**src/rtl/icache_pkg.sv**
```systemverilog
// Shared types and helpers for the instruction-cache refill controller.
package icache_pkg;

  typedef enum logic [1:0] {
    IDLE      = 2'd0,
    FILL      = 2'd1,
    SET_BASE  = 2'd2,
    SET_BOUND = 2'd3
  } refill_state_t;

  localparam int WORD_BYTES = 4;

  // Align a byte address down to the start of a cache_words-sized window.
  function automatic logic [31:0] win_align(input logic [31:0] addr, input int cache_words);
    logic [31:0] mask;
    mask = 32'(cache_words * WORD_BYTES) - 32'd1;
    return addr & ~mask;
  endfunction

endpackage

```
**src/rtl/i_cache_refill_ctrl_req_issuer.sv**
```systemverilog
// Memory read request issuer: walks the refill window word by word while
// keeping the number of unanswered requests under MAX_OUTSTANDING.
module refill_req_issuer
  import icache_pkg::*;
#(
  parameter int CACHE_WORDS     = 256,
  parameter int MAX_OUTSTANDING = 4,
  parameter int CW              = $clog2(CACHE_WORDS) + 1
) (
  input  logic          clk,
  input  logic          rst_n,
  input  logic          clear_i,
  input  logic          active_i,
  input  logic [CW-1:0] rsp_cnt_i,
  input  logic [31:0]   win_base_i,
  input  logic          req_ready_i,
  output logic          req_valid_o,
  output logic [31:0]   req_addr_o,
  output logic [CW-1:0] req_cnt_o
);

  logic [CW-1:0] req_cnt_q, req_cnt_d;
  logic [CW-1:0] in_flight;

  // rsp_cnt never passes req_cnt, so the difference is the in-flight count.
  assign in_flight = req_cnt_q - rsp_cnt_i;

  // Valid and address derive only from registered state; rsp_cnt can only
  // grow, so a raised valid cannot drop before it is accepted.
  always_comb begin
    req_valid_o = active_i
                && (req_cnt_q < CW'(CACHE_WORDS))
                && (32'(in_flight) < 32'(MAX_OUTSTANDING));
    req_addr_o  = win_base_i + 32'(req_cnt_q) * 32'(WORD_BYTES);
  end

  // Next request index: cleared at refill start, advanced on each handshake.
  always_comb begin
    req_cnt_d = req_cnt_q;
    if (clear_i)
      req_cnt_d = '0;
    else if (req_valid_o && req_ready_i)
      req_cnt_d = req_cnt_q + CW'(1);
  end

  // Request counter register.
  always_ff @(posedge clk) begin
    if (!rst_n) req_cnt_q <= '0;
    else        req_cnt_q <= req_cnt_d;
  end

  assign req_cnt_o = req_cnt_q;

endmodule

```
**src/rtl/i_cache_refill_ctrl.sv**
```systemverilog
// Instruction-cache refill controller: on a miss, fetches the aligned window
// from memory, streams it into the cache slice, then reprograms base/bound.
module i_cache_refill_ctrl
  import icache_pkg::*;
#(
  parameter int CACHE_WORDS     = 256,
  parameter int MAX_OUTSTANDING = 4
) (
  input  logic        clk,
  input  logic        rst_n,
  input  logic [31:0] fetch_address,
  input  logic        i_cache_miss,
  output logic        cpu_stall,
  output logic        mem_req_valid,
  input  logic        mem_req_ready,
  output logic [31:0] mem_req_addr,
  input  logic        mem_rsp_valid,
  input  logic [31:0] mem_rsp_data,
  output logic        refill_enable,
  output logic [31:0] refill_address,
  output logic [31:0] refill_data,
  output logic [31:0] set_base_addr,
  output logic [31:0] set_bound_addr,
  output logic        base_addr_we,
  output logic        bound_addr_we,
  output logic [31:0] refill_count
);

  localparam int CW = $clog2(CACHE_WORDS) + 1;
  localparam logic [31:0] WIN_LAST = 32'(CACHE_WORDS * WORD_BYTES) - 32'(WORD_BYTES);

  refill_state_t state_q, state_d;
  logic [31:0]   win_base_q, win_base_d;
  logic [CW-1:0] rsp_cnt_q, rsp_cnt_d;
  logic [CW-1:0] req_cnt;
  logic          start;
  logic          rsp_take;
  logic          refill_en_q;
  logic [31:0]   refill_addr_q, refill_data_q;
  logic [31:0]   refill_count_q;

  refill_req_issuer #(
    .CACHE_WORDS    (CACHE_WORDS),
    .MAX_OUTSTANDING(MAX_OUTSTANDING),
    .CW             (CW)
  ) u_issuer (
    .clk        (clk),
    .rst_n      (rst_n),
    .clear_i    (start),
    .active_i   (state_q == FILL),
    .rsp_cnt_i  (rsp_cnt_q),
    .win_base_i (win_base_q),
    .req_ready_i(mem_req_ready),
    .req_valid_o(mem_req_valid),
    .req_addr_o (mem_req_addr),
    .req_cnt_o  (req_cnt)
  );

  // A response with nothing in flight is a protocol error and is dropped;
  // responses outside FILL (e.g. after a reset) are ignored entirely.
  assign rsp_take = (state_q == FILL) && mem_rsp_valid && (rsp_cnt_q != req_cnt);

  // Next-state logic. Leaving FILL uses the next response count so the last
  // refill strobe lines up with the SET_BASE cycle.
  always_comb begin
    state_d    = state_q;
    win_base_d = win_base_q;
    rsp_cnt_d  = rsp_cnt_q;
    start      = 1'b0;
    case (state_q)
      IDLE: begin
        if (i_cache_miss) begin
          state_d    = FILL;
          win_base_d = win_align(fetch_address, CACHE_WORDS);
          rsp_cnt_d  = '0;
          start      = 1'b1;
        end
      end
      FILL: begin
        if (rsp_take) rsp_cnt_d = rsp_cnt_q + CW'(1);
        if (rsp_cnt_d == CW'(CACHE_WORDS)) state_d = SET_BASE;
      end
      SET_BASE:  state_d = SET_BOUND;
      SET_BOUND: state_d = IDLE;
      default:   state_d = IDLE;
    endcase
  end

  // FSM, window base and response counter registers.
  always_ff @(posedge clk) begin
    if (!rst_n) begin
      state_q    <= IDLE;
      win_base_q <= '0;
      rsp_cnt_q  <= '0;
    end else begin
      state_q    <= state_d;
      win_base_q <= win_base_d;
      rsp_cnt_q  <= rsp_cnt_d;
    end
  end

  // Register each accepted response into a one-cycle slice write.
  always_ff @(posedge clk) begin
    if (!rst_n) begin
      refill_en_q   <= 1'b0;
      refill_addr_q <= '0;
      refill_data_q <= '0;
    end else begin
      refill_en_q <= rsp_take;
      if (rsp_take) begin
        refill_addr_q <= 32'(rsp_cnt_q);
        refill_data_q <= mem_rsp_data;
      end
    end
  end

  // Completed-refill counter, saturating.
  always_ff @(posedge clk) begin
    if (!rst_n)
      refill_count_q <= '0;
    else if ((state_q == SET_BOUND) && (refill_count_q != 32'hFFFF_FFFF))
      refill_count_q <= refill_count_q + 32'd1;
  end

  // Base and bound go out in separate cycles since the slice favours base.
  always_comb begin
    base_addr_we   = (state_q == SET_BASE);
    bound_addr_we  = (state_q == SET_BOUND);
    set_base_addr  = base_addr_we  ? win_base_q : '0;
    set_bound_addr = bound_addr_we ? (win_base_q + WIN_LAST) : '0;
  end

  assign cpu_stall      = (state_q != IDLE) || i_cache_miss;
  assign refill_enable  = refill_en_q;
  assign refill_address = refill_addr_q;
  assign refill_data    = refill_data_q;
  assign refill_count   = refill_count_q;

endmodule
```
**config.mk**
```make
export PLATFORM = sky130hd
export DESIGN_NAME = i_cache_refill_ctrl
export DESIGN_NICKNAME = d
export VERILOG_FILES = /design/src/rtl/icache_pkg.sv /design/src/rtl/i_cache_refill_ctrl_req_issuer.sv /design/src/rtl/i_cache_refill_ctrl.sv
export SDC_FILE = /design/constraint.sdc
export NUM_CORES = 1
export LEC_CHECK = 0
export BUFFER_PORTS_ARGS = -buffer_cell sky130_fd_sc_hd__buf_2
export CORE_MARGIN = 3
export CORE_UTILIZATION = 25
export CTS_CLUSTER_SIZE = 14
export DETAILED_ROUTE_END_ITERATION = 10
export HOLD_SLACK_MARGIN = 0.08
export PLACE_DENSITY = 0.46
export SLEW_MARGIN = 20
export SYNTH_ARGS = -nofsm -noshare
export SYNTH_HDL_FRONTEND = slang
export SYNTH_SLANG_ARGS = --single-unit
```
**constraint.sdc**
```tcl
create_clock -name clk -period 4.1 [get_ports clk]
set_clock_uncertainty 0.05 [all_clocks]
set_input_delay 0 -clock clk [delete_from_list [all_inputs] [get_ports clk]]
set_output_delay 0 -clock clk [all_outputs]
set_load 0.02 [all_outputs]
```
* Word level (Yosys, flattened, before mapping)
Cells that the tools add are included.
** Operators by class
- Multiplexer cells :: 11
- Order comparisons :: 2
- $add $sub $neg :: 6
- Reductions and logical operators :: 14
- Eq/ne operators :: 8
- Bitwise gates (word level) :: 1
** Operator list (count)
- $mux 32 :: 2
- $add 32x1->32 const B :: 1
- $add 32x10->32 const B :: 1
- $add 32x11->32 :: 1
- $ne 32x32->1 const B :: 1
- $mux 9 :: 3
- $add 9x1->9 const B :: 2
- $pmux 9 s2 :: 1
- $eq 9x9->1 const B :: 1
- $lt 9x3->1 const B :: 1
- $lt 9x9->1 const B :: 1
- $ne 9x9->1 :: 1
- $sub 9x9->9 :: 1
- $pmux 2 s4 :: 1
- $logic_and 1x1->1 :: 6
- $reduce_and 2->1 :: 3
- $eq 2x2->1 const B :: 2
- $mux 2 :: 2
- $ne 2x2->1 const B :: 2
- $reduce_bool 2->1 :: 2
- $eq 2x1->1 const B :: 1
- $logic_not 2->1 :: 1
- $mux 1 :: 2
- $reduce_or 2->1 :: 1
- 2 further kinds :: 2
** Word-level totals
- Input bits :: 69
- Register bits after elaboration :: 116

* Logic depth before layout (Yosys ltp)
Gate-level depths: netlist of run 1.
- Depth in word-level cells :: 8
- Depth in mapped cells :: 11

* Modules after synthesis
From an unflattened synthesis of run 1, not the netlist that was laid out.
** Second synthesis, totals
- Cell total of the unflattened synthesis :: 885
- Area, all modules :: 7171.9 µm²
** By module, submodules not included
- i_cache_refill_ctrl :: times used 1, cells an instance 680, area each 5631.7 µm², seq. area each 2142.1 µm²
- refill_req_issuer :: times used 1, cells an instance 205, area each 1540.2 µm², seq. area each 180.2 µm²

* Least setup slack after synthesis of run 1
Ideal clock, no wire load.
- Kind :: register to register
- Start :: reg rsp_cnt_q[5]
- End :: reg state_q[1]
- Data required time :: 3.978 ns
- Arrival time :: 2.568 ns
- Clock period less this slack :: 2.690 ns
- Path slack :: 1.410 ns
- Stages on the path, launching flop included :: 12
- Cell sequence :: dfxtp_1 clkbuf_1 inv_1 ha_1 buf_4 nand4_1 or3_1 buf_6 a211o_1 a32oi_2 and4_1 mux2i_1
** Between the ends
- Longest elaborated chain between the ends :: 7
** Ends and longest elaborated chain
- start: declaration :: RTL line i_cache_refill_ctrl.sv:34 : logic [CW-1:0] rsp_cnt_q, rsp_cnt_d;
- start signal: assignment :: RTL line i_cache_refill_ctrl.sv:98 : rsp_cnt_q <= rsp_cnt_d;
- parallel branches: the longest is 2 deep, another holds $add 9x1->9
- $mux 9 * :: RTL line i_cache_refill_ctrl.sv:80 : if (rsp_take) rsp_cnt_d = rsp_cnt_q + CW'(1);
- $mux 9 * :: RTL line i_cache_refill_ctrl.sv:70 : case (state_q)
- $eq 9x9->1 * :: RTL line i_cache_refill_ctrl.sv:81 : if (rsp_cnt_d == CW'(CACHE_WORDS)) state_d = SET_BASE;
- $ne 2x2->1 (no source line) *
- $reduce_and 2->1 (no source line) *
- end signal: assignment :: RTL line i_cache_refill_ctrl.sv:96 : state_q <= state_d;
- end: declaration :: RTL line i_cache_refill_ctrl.sv:32 : refill_state_t state_q, state_d;
Mark *: on every way between the ends. The select of a mux whose other input is x is not followed.
A chain may end at the register's enable or synchronous reset.

* Worst setup path after layout of run 1
Ends and elaborated chain as after synthesis.

==> results of run 1 <==
state kept, by name (all words and copies together) (netlist names):
register	flops
refill_address	9
refill_count	32
refill_data	32
refill_enable	1
rsp_cnt_q	9
state_q	2
u_issuer.req_cnt_o	9
win_base_q	22
final timing paths:
kind,startpoint,to,slack [ns],cells past startpoint
max,rsp_cnt_q[5]$_SDFFE_PN0P_,state_q[1]$_SDFFE_PN0P_,1.07,8
min,rst_n,win_base_q[20]$_SDFFE_PN0P_,0.09,2
max reg2reg,rsp_cnt_q[5]$_SDFFE_PN0P_,state_q[1]$_SDFFE_PN0P_,1.07,8
min reg2reg,refill_address[7]$_SDFFE_PN0N_,refill_address[7]$_SDFFE_PN0N_,0.41,2
report_power, final:
part	internal [uW]	total, uW	switching (uW)
clock	1030	1570	534
combinational	288	807	519
sequential	1190	1280	90.3
layout by cell type (no fill, tap or decap), types with 22 or more instances in the layout:
| cell type | instances |
|---|---|
| nand2_1 | 170 |
| buf_2 | 217 |
| a21boi_0 | 70 |
| conb_1 | 37 |
| nand4_1 | 22 |
| dlygate4sd3_1 | 58 |
| xnor2_1 | 22 |
| nand3_1 | 35 |
| and2_1 | 61 |
| dfxtp_1 | 116 |
cell families (layout without fill, tap and decap cells):
| kind of cell | after synthesis | in the layout | share of synthesized area, % |
|---|---|---|---|
| AO/OA/AOI/OAI | 170 | 170 | 18.6 |
| XOR/XNOR | 35 | 35 | 4.56 |
| adder cells (fa/ha/maj) | 17 | 17 | 3.09 |
| buffers and inverters | 122 | 331 | 9.89 |
| flip-flops | 116 | 116 | 33.8 |
| multiplexers | 13 | 13 | 1.89 |
| other | 1 | 37 | 0.0545 |
| AND/OR/NAND/NOR | 386 | 386 | 28.2 |
layer usage:
layer	routed length [um]	up-vias
li1	-	3361
met1	9060	2993
met2	9250	241
met3	1620	12
met4	174	2
met5	10	-
metrics by stage:
stage / worst slack (ns) / total power [uW] / hold WS, ns / instance area [um2]
3_5_place_dp: 1.09 / 2080 / 0.209 / 7970
3_3_place_gp: 1.13 / 2080 / 0.200 / 7970
2_1_floorplan: 1.41 / 1860 / 0.0949 / 7020
4_1_cts: 1.05 / 3720 / 0.0938 / 9180
6_report: 1.07 / 3650 / 0.0893 / 9180
5_1_grt: 0.831 / 3860 / 0.110 / 9180
layout make-up:
class / count / share of cell area, %
multi-input combinational: 658 / 43.8
sequential: 116 / 25.3
timing repair buffer: 282 / 18.7
clock buffer: 23 / 5.43
tap: 341 / 4.65
clock inverter: 8 / 1.34
inverter: 18 / 0.736
critical path: cells and delay by family, from the launching register on:
kind	cells	cell delay, ns
muxes	1	0.17
buffers and inverters	1	0.14
adders and majority gates	1	0.46
AOI/OAI and AO/OA	2	0.60
and+or+nand+nor	3	1.01
DFF	1	0.53
timing repair:
item,4_1_cts,5_1_grt
hold buffers,58,0
endpoints found under the setup margin,0,0
endpoints found under the hold margin,59,0
==> metrics.yaml, run 1 <==
outcome:
  outcome: "finished, final reports clean"
cts:
  root_buffer: "clkbuf_16"
  ctsLongestPathBuffers: 2
  clkLatencyLatePin_ns: 0.41
  htreeDepth: 4
  cts_setup_buffers: 0
  cts_sinks: 116
  clkTransAtPathRegs_ns: 0.06
  numCtsBuffers: 17
  cts_tree: "built"
  post_cts_resized: 0
yosys:
  syn_area_um2: 6880
  yosysTopAreaCell: "dfxtp_1"
  synth-async-reset-ratio_pct: 0
  ys_seq_area_share_pct: 33.8
  ys_ff_latch: 116
  netlist-cell-type-count: 58
  netlist_instances: 860
  yosysWarningCount: 0
  yosysTopAreaCellShare_pct: 33.8
  ys.flop_type: "dfxtp_1"
  synth.avg_cell_area_um2: 8.00
  synth_edf_count: 0
  synthTopCellsByArea: "dfxtp_1 34%, nand2_1 9.3%, a21boi_0 7.6%"
  netlist_top_cells_count: "170 x nand2_1, 116 x dfxtp_1, 70 x a21boi_0"
  yosysMostFrequentCell: "nand2_1"
detailed_routing:
  wl_per_cell_um: 13.9
  wl_um: 20100
  antenna_left: 0
  viasPerCell: 4.57
  dr_total_vias: 6609
  drtPass1Iterations: 7
  drtIter0Drc: 274
  drc: 0
global_route:
  grt_pass1_vias: 6157
  grt_pass1_wl_um: 31700
  gr-total-overflow: 0
  antenna_found_initial: 1
  grt_busiest_layer: "met2"
  grt_max_degree: 67
  use_met3_pct: 4.37
  use_met1_pct: 16.3
  use_met2_pct: 22.4
  grt_usage_pct: 13.2
die:
  start_util_pct: 25.5
  row_count: 60
  coreArea_um2: 27000
  ios: 266
  die_x_um: 172
  dieHeight_um: 172
  die-area_um2: 29500
sta:
  max_slew_margin_pct: 41.0
  rsz0062_at_grt: "false"
  fmax_mhz: 330
  setup_viol: 0
  finalSetupTns_ns: 0
  hold_viol_final: 0
  drv_slew: 0
  finalCritPeriodShare_pct: 73.9
  tightest_slew_ns: 0.882
  period_needed_ns: 3.03
pwr:
  p_leak_uw: 0.00402
  ir_drop_uv: 217
  p_per_area_nw_per_um2: 398
place:
  hpwl_um: 14400
  place.gp.congestion: 0.791
  dp.cells: 1357
  numPortBuffers: 218
worst_setup_path:
  path_max_fanout: 10
  cp-start-kind: "flop"
  cp-end-kind: "flop"
  max_stage_delay_ns: 0.55
  worstPathCellList: "inv_1 > ha_1 > nand4_1 > or3_1 > a211o_1 > a32oi_2 > and4_1 > mux2i_1"
  arrival_ns: 3.31
  cp.required_ns: 4.38
  worstSetupPathType: "reg2reg"
  cp_slowest_cell: "or3_1"
finish:
  fin_util_pct: 33.9
  nFillCells: 2842
  multiInputGateArea_um2: 4020
  drive_gt1_share_pct: 24.1
  fin_nets: 1179
  area_delta_synth_final_pct: 33.4
  n_antenna_cell: 0
  register_area_um2: 2320
  fin_cells: 1446
min_path:
  holdCritPathClass: "in2reg"
run:
  cap_violations: 0
No activity file was read; power rests on OpenSTA's default activity.
==> run 2: changes to the inputs <==
==> constraint.sdc (replaced) <==
create_clock -name clk -period 2.8 [get_ports clk]
set_clock_uncertainty 0.05 [all_clocks]
set_input_delay 0 -clock clk [delete_from_list [all_inputs] [get_ports clk]]
set_output_delay 0 -clock clk [all_outputs]
set_load 0.02 [all_outputs]
==> run 2 against run 1 <==
First-iteration DRC count fell by 1.1%. Sequential share of layout area fell by 0.76 points. Power rose by 44%. Count of clock-buffer cells in the layout fell by 1. Combinational power rose by 60%. Final cell count rose by 2.5%. Critical path depth rose by 1. Setup slack got worse by 0.89 ns.
==> metrics.yaml, run 2 (synthesis results as in run 1) <==
outcome:
  outcome: "finished, final reports clean"
worst_setup_path:
  arrival_ns: 2.57  # -0.74 ns
  cp-end-kind: "output pin"
  cp.required_ns: 2.75  # -1.63 ns
  path_max_fanout: 7  # -3
  worstSetupPathType: "reg2out"
  cp-start-kind: "flop"
cts:
  clkTransAtPathRegs_ns: 0.05  # about the same
  cts_setup_buffers: 0  # unchanged
  cts_sinks: 116  # unchanged
  clkLatencyLatePin_ns: 0.41  # about the same
  root_buffer: "clkbuf_16"
  cts_tree: "built"
  ctsLongestPathBuffers: 2  # unchanged
  htreeDepth: 4  # unchanged
  numCtsBuffers: 17  # unchanged
sta:
  setup_ws_ns: 0.182  # -0.889 ns
  hold_viol_final: 0  # unchanged
  finalSetupTns_ns: 0  # unchanged
  rsz0062_at_grt: "false"
  period_needed_ns: 2.62
  max_slew_margin_pct: 49.3  # +8.3 points
  tightest_slew_ns: 0.753  # -0.129 ns
  setup_viol: 0  # unchanged
  finalCritPeriodShare_pct: 93.5
  drv_slew: 0  # unchanged
  fmax_mhz: 382
detailed_routing:
  drc: 0  # unchanged
  wl_um: 21000  # +4.4%
  antenna_left: 0  # unchanged
  viasPerCell: 4.57  # about the same
  drtIter0Drc: 271  # -1.1%
  dr_total_vias: 6771  # +2.5%
  wl_per_cell_um: 14.2  # +1.9%
  drtPass1Iterations: 4  # -3
place:
  dp_slack_ns: 0.268  # -0.825 ns
  dp.cells: 1386  # +2.1%
  placed_cell_area_um2: 8220  # +3.0%
  place.gp.congestion: 0.799  # +1.1%
  hpwl_um: 15000  # +3.8%
  numPortBuffers: 218  # unchanged
die:
  die_x_um: 172  # unchanged
  coreArea_um2: 27000  # unchanged
  row_count: 60  # unchanged
  start_util_pct: 25.5  # unchanged
  die-area_um2: 29500  # unchanged
  ios: 266  # unchanged
  dieHeight_um: 172  # unchanged
finish:
  drive_gt1_share_pct: 25.9  # +1.9 points
  fin_nets: 1218  # +3.3%
  final_common_cell: "buf_2"
  fin_util_pct: 35.0  # +1.1 points
  design_area_um2: 9470  # +3.2%
  area_delta_synth_final_pct: 37.6
  n_antenna_cell: 0  # unchanged
  layout_common_cells: "217 x buf_2, 170 x nand2_1, 115 x dfxtp_1"
  fin_cells: 1482  # +2.5%
global_route:
  grt_max_degree: 90  # +34%
  gr-total-overflow: 0  # unchanged
  grt_usage_pct: 13.6  # +0.41 points
  grt_pass1_vias: 6184  # +0.44%
  antenna_found_initial: 1  # unchanged
  grt_pass1_wl_um: 32400  # +2.0%
pwr:
  p_leak_uw: 0.00423  # +5.0%
  p_per_area_nw_per_um2: 555  # +39%
  ir_drop_uv: 333  # +53%
min_path:
  holdCritPathClass: "in2reg"
run:
  cap_violations: 0  # unchanged
==> run 2: cell count changes in the layout (fill, tap and decap cells not counted), moves of 2 or more <==
cell / previous run / this run
buf_4: 7 / 34
dlygate4sd3_1: 58 / 68
clkinvlp_4: 3 / 0
buf_12: 0 / 2
clkbuf_8: 5 / 3
clkinv_2: 2 / 4
==> run 2: per-layer routing <==
metal,share of wire (%),vias to the layer above,track usage [%]
li1,-,3444,-
met1,46,3088,17.1
met2,46,222,22.8
met3,6.6,15,3.48
met4,1.5,2,4.79
met5,0.090,-,0
==> run 2: where the power goes <==
| part | switching [uW] | internal [uW] | leakage [uW] |
|---|---|---|---|
| Clock | 748 | 1350 | 0.000277 |
| Combinational | 786 | 501 | 0.00301 |
| Sequential | 127 | 1740 | 0.000938 |
| Total | 1660 | 3600 | 0.00423 |
==> run 2: worst paths after layout <==
kind                                start                           end  slack, ns  cells past startpoint
max reg2reg     rsp_cnt_q[6]$_SDFFE_PN0P_       state_q[1]$_SDFFE_PN0P_       0.27                      8
min reg2reg  refill_data[23]$_SDFFE_PN0N_  refill_data[23]$_SDFFE_PN0N_       0.41                      2
min                          i_cache_miss   win_base_q[20]$_SDFFE_PN0P_       0.12                      5
max             rsp_cnt_q[3]$_SDFFE_PN0P_                 mem_req_valid       0.18                      9
==> run 2: through the flow <==
| stage | total power (uW) | hold WS [ns] |
|---|---|---|
| after floorplan | 2730 | 0.0949 |
| after global placement | 3090 | 0.200 |
| after detailed placement | 3100 | 0.207 |
| after CTS | 5370 | 0.105 |
| after global routing | 5580 | 0.177 |
| final | 5260 | 0.115 |
==> run 2: cell type report <==
cell class | instances | area, um2
clock inverter | 6 | 80.1
sequential | 116 | 2320
fill | 2805 | 17600
multi-input combinational | 658 | 4030
clock buffer | 22 | 474
inverter | 18 | 67.6
tap | 341 | 427
timing repair buffer | 321 | 2060
==> run 2: worst max-delay path: stages, from the launching register on <==
cell and delay [ns]:
dfxtp_1 0.32, inv_1 0.07, ha_2 0.40, o21a_1 0.14, o31a_1 0.22, o21ai_0 0.17, buf_4 0.19, a31o_2 0.29
nor3_1 0.16, buf_2 0.20
==> run 2: what timing repair did <==
action	4_1_cts	5_1_grt
resized for setup	0	5
hold buffers	68	0
endpoints found under the setup margin	0	8
endpoints found under the hold margin	73	0
==> run 3: changes to the inputs <==
==> constraint.sdc (replaced) <==
create_clock -name clk -period 2.8 [get_ports clk]
set_clock_uncertainty 0.05 [all_clocks]
set_input_delay 0 -clock clk [delete_from_list [all_inputs] [get_ports clk]]
set_output_delay 0 -clock clk [all_outputs]
set_load 0.005 [all_outputs]
==> run 3 against run 2 <==
Die area is the same. Via count is 0.97% lower. Register-to-register slack got worse by 0.09 ns. Critical path depth decreased by 1. First-iteration DRC count grew 18%. Worst hold slack worse by 0.0052 ns. Non-clock buffer count fell by 1. Critical endpoint is now u_issuer.req_cnt_o[7]$_SDFFE_PP0P_. Largest cell class unchanged.
==> metrics.yaml, run 3 (synthesis results as in run 1) <==
detailed_routing:
  drtPass1Iterations: 4  # unchanged
  wl_um: 20600  # -1.8%
  dr_total_vias: 6705  # -0.97%
  wl_per_cell_um: 13.9  # -1.9%
  viasPerCell: 4.52  # -1.1%
  drc: 0  # unchanged
  antenna_left: 0  # unchanged
  drtIter0Drc: 320  # +18%
pwr:
  switching_power_uw: 1500  # -9.8%
  pwr-share-seq_pct: 36.7  # +1.2 points
  power.total_uw: 5100  # -2.9%
  ir_drop_uv: 326  # -2.2%
  p_sw_share_pct: 29.4  # -2.2 points
  p_per_area_nw_per_um2: 538  # -3.1%
  p_int_uw: 3600  # +0.22%
  p_leak_uw: 0.00422  # about the same
  pwr-share-comb_pct: 21.1  # -3.4 points
  pwr-share-clk_pct: 42.2  # +2.2 points
sta:
  setup_ws_ns: 0.183  # +0.000893 ns
  hold_viol_final: 0  # unchanged
  holdWs_ns: 0.110  # -0.00516 ns
  finalSetupTns_ns: 0  # unchanged
  tightest_slew_ns: 0.691  # -0.0614 ns
  setup_viol: 0  # unchanged
  fmax_mhz: 382  # about the same
  drv_slew: 0  # unchanged
  max_slew_margin_pct: 53.4  # +4.1 points
  rsz0062_at_grt: "false"
  period_needed_ns: 2.62  # -0.000893 ns
  finalCritPeriodShare_pct: 93.5  # about the same
worst_setup_path:
  worstRegToRegCells: 8  # unchanged
  reg2reg_from: "rsp_cnt_q[3]$_SDFFE_PN0P_"
  cp-start-kind: "flop"
  reg2reg_to: "u_issuer.req_cnt_o[7]$_SDFFE_PP0P_"
  setup.worst_path.start: "rsp_cnt_q[3]$_SDFFE_PN0P_"
  worstPathCellList: "inv_1 > ha_1 > xor2_1 > or4_1 > a21oi_2 > o2111ai_1 > nor4_1 > mux2i_1"
  cp.required_ns: 3.09  # +0.34 ns
  path_max_fanout: 7  # unchanged
  reg2reg_slack_ns: 0.18  # -0.09 ns
  cp_slowest_cell: "nor4_1"
  endpoint: "u_issuer.req_cnt_o[7]$_SDFFE_PP0P_"
  worstSetupPathType: "reg2reg"
  max_stage_delay_ns: 0.43  # +0.03 ns
  arrival_ns: 2.91  # +0.34 ns
  cp-end-kind: "flop"
cts:
  cts_tree: "built"
  root_buffer: "clkbuf_16"
  cts_setup_buffers: 0  # unchanged
  ctsLongestPathBuffers: 2  # unchanged
  numCtsBuffers: 17  # unchanged
  cts_sinks: 116  # unchanged
  clkTransAtPathRegs_ns: 0.06  # about the same
  htreeDepth: 4  # unchanged
  clkLatencyLatePin_ns: 0.41  # about the same
place:
  dp_slack_ns: 0.235  # -0.0327 ns
  place.gp.congestion: 0.796  # -0.44%
  placed_cell_area_um2: 8210  # about the same
  numPortBuffers: 218  # unchanged
  hpwl_um: 14800  # -1.3%
die:
  die-area_um2: 29500  # unchanged
  die_x_um: 172  # unchanged
  row_count: 60  # unchanged
  coreArea_um2: 27000  # unchanged
  start_util_pct: 25.5  # unchanged
  dieHeight_um: 172  # unchanged
  ios: 266  # unchanged
finish:
  n_antenna_cell: 0  # unchanged
  fin_nets: 1217  # -0.082%
  final_common_cell: "buf_2"
  design_area_um2: 9480  # +0.18%
  area_delta_synth_final_pct: 37.8
  drive_gt1_share_pct: 25.9  # -0.045 points
  layout_common_cells: "217 x buf_2, 170 x nand2_1, 116 x dfxtp_1"
global_route:
  grt_usage_pct: 13.7  # +0.027 points
  grt_pass1_wl_um: 32600  # +0.73%
  grt_pass1_vias: 6346  # +2.6%
  gr-total-overflow: 0  # unchanged
  antenna_found_initial: 1  # unchanged
  grt_max_degree: 90  # unchanged
min_path:
  holdCritPathClass: "in2reg"
outcome:
  outcome: "finished, final reports clean"
run:
  cap_violations: 0  # unchanged
-- run 3: cell count changes in the layout (fill, tap and decap cells not counted), sizes merged --
cell,previous run,this run
clkinv,4,5
clkinvlp,0,2
buf,253,252
-- run 3: worst min-delay path by stage --
stage | to | cells past startpoint | startpoint | slack [ns]
after global placement | refill_data[27]$_SDFFE_PN0N_ | 3 | mem_rsp_data[27] | 0.20
after detailed placement | refill_data[7]$_SDFFE_PN0N_ | 3 | mem_rsp_data[7] | 0.21
final | refill_address[5]$_SDFFE_PN0N_ | 4 | mem_rsp_valid | 0.11
after global routing | refill_address[7]$_SDFFE_PN0N_ | 4 | mem_rsp_valid | 0.13
after CTS | refill_address[5]$_SDFFE_PN0N_ | 4 | mem_rsp_valid | 0.10
after floorplan | refill_data[0]$_SDFFE_PN0N_ | 2 | mem_rsp_data[0] | 0.09
-- run 3: area by class of cell --
type	count	area, um2
Clock buffer	22	474
Sequential cell	116	2320
Multi-Input combinational cell	658	4030
Clock inverter	9	104
Fill cell	2822	17500
Timing Repair Buffer	320	2050
Inverter	18	67.6
Tap cell	341	427
-- run 3: power by group through the flow --
stage          Clock (uW)  Combinational, uW  Sequential [uW]
2_1_floorplan           0                678             1850
3_3_place_gp            0                986             1900
3_5_place_dp            0                992             1910
4_1_cts              2250               1100             1870
5_1_grt              2320               1220             1890
6_report             2150               1080             1870
-- run 3: timing repair --
item / CTS / global route
resized for setup: 0 / 3
endpoints found under the setup margin: 0 / 4
hold endpoints to repair: 73 / 0
hold buffers: 68 / 0
-- run 3: stage by stage --
stage                     util, %  std cells
after floorplan                 -        896
after global placement       30.4       1385
after detailed placement     30.4       1385
after CTS                    35.0       1484
after global routing         35.1       1484
final                        35.1       1484
-- run 3: per-layer routing --
metal	global-route usage, %	wire, um	vias up
li1	-	-	3434
met1	16.7	9390	3014
met2	23.4	9370	236
met3	3.84	1540	19
met4	4.30	320	2
met5	0	19	-
-- run 3: worst max-delay path: cells and delay by family, from the launching register on --
kind | cells | cell delay (ns)
xor+xnor | 1 | 0.17
fa+ha+maj | 1 | 0.37
buf+inv | 1 | 0.06
simple gates | 2 | 0.85
mux | 1 | 0.22
compound gates | 2 | 0.50
flops | 1 | 0.32
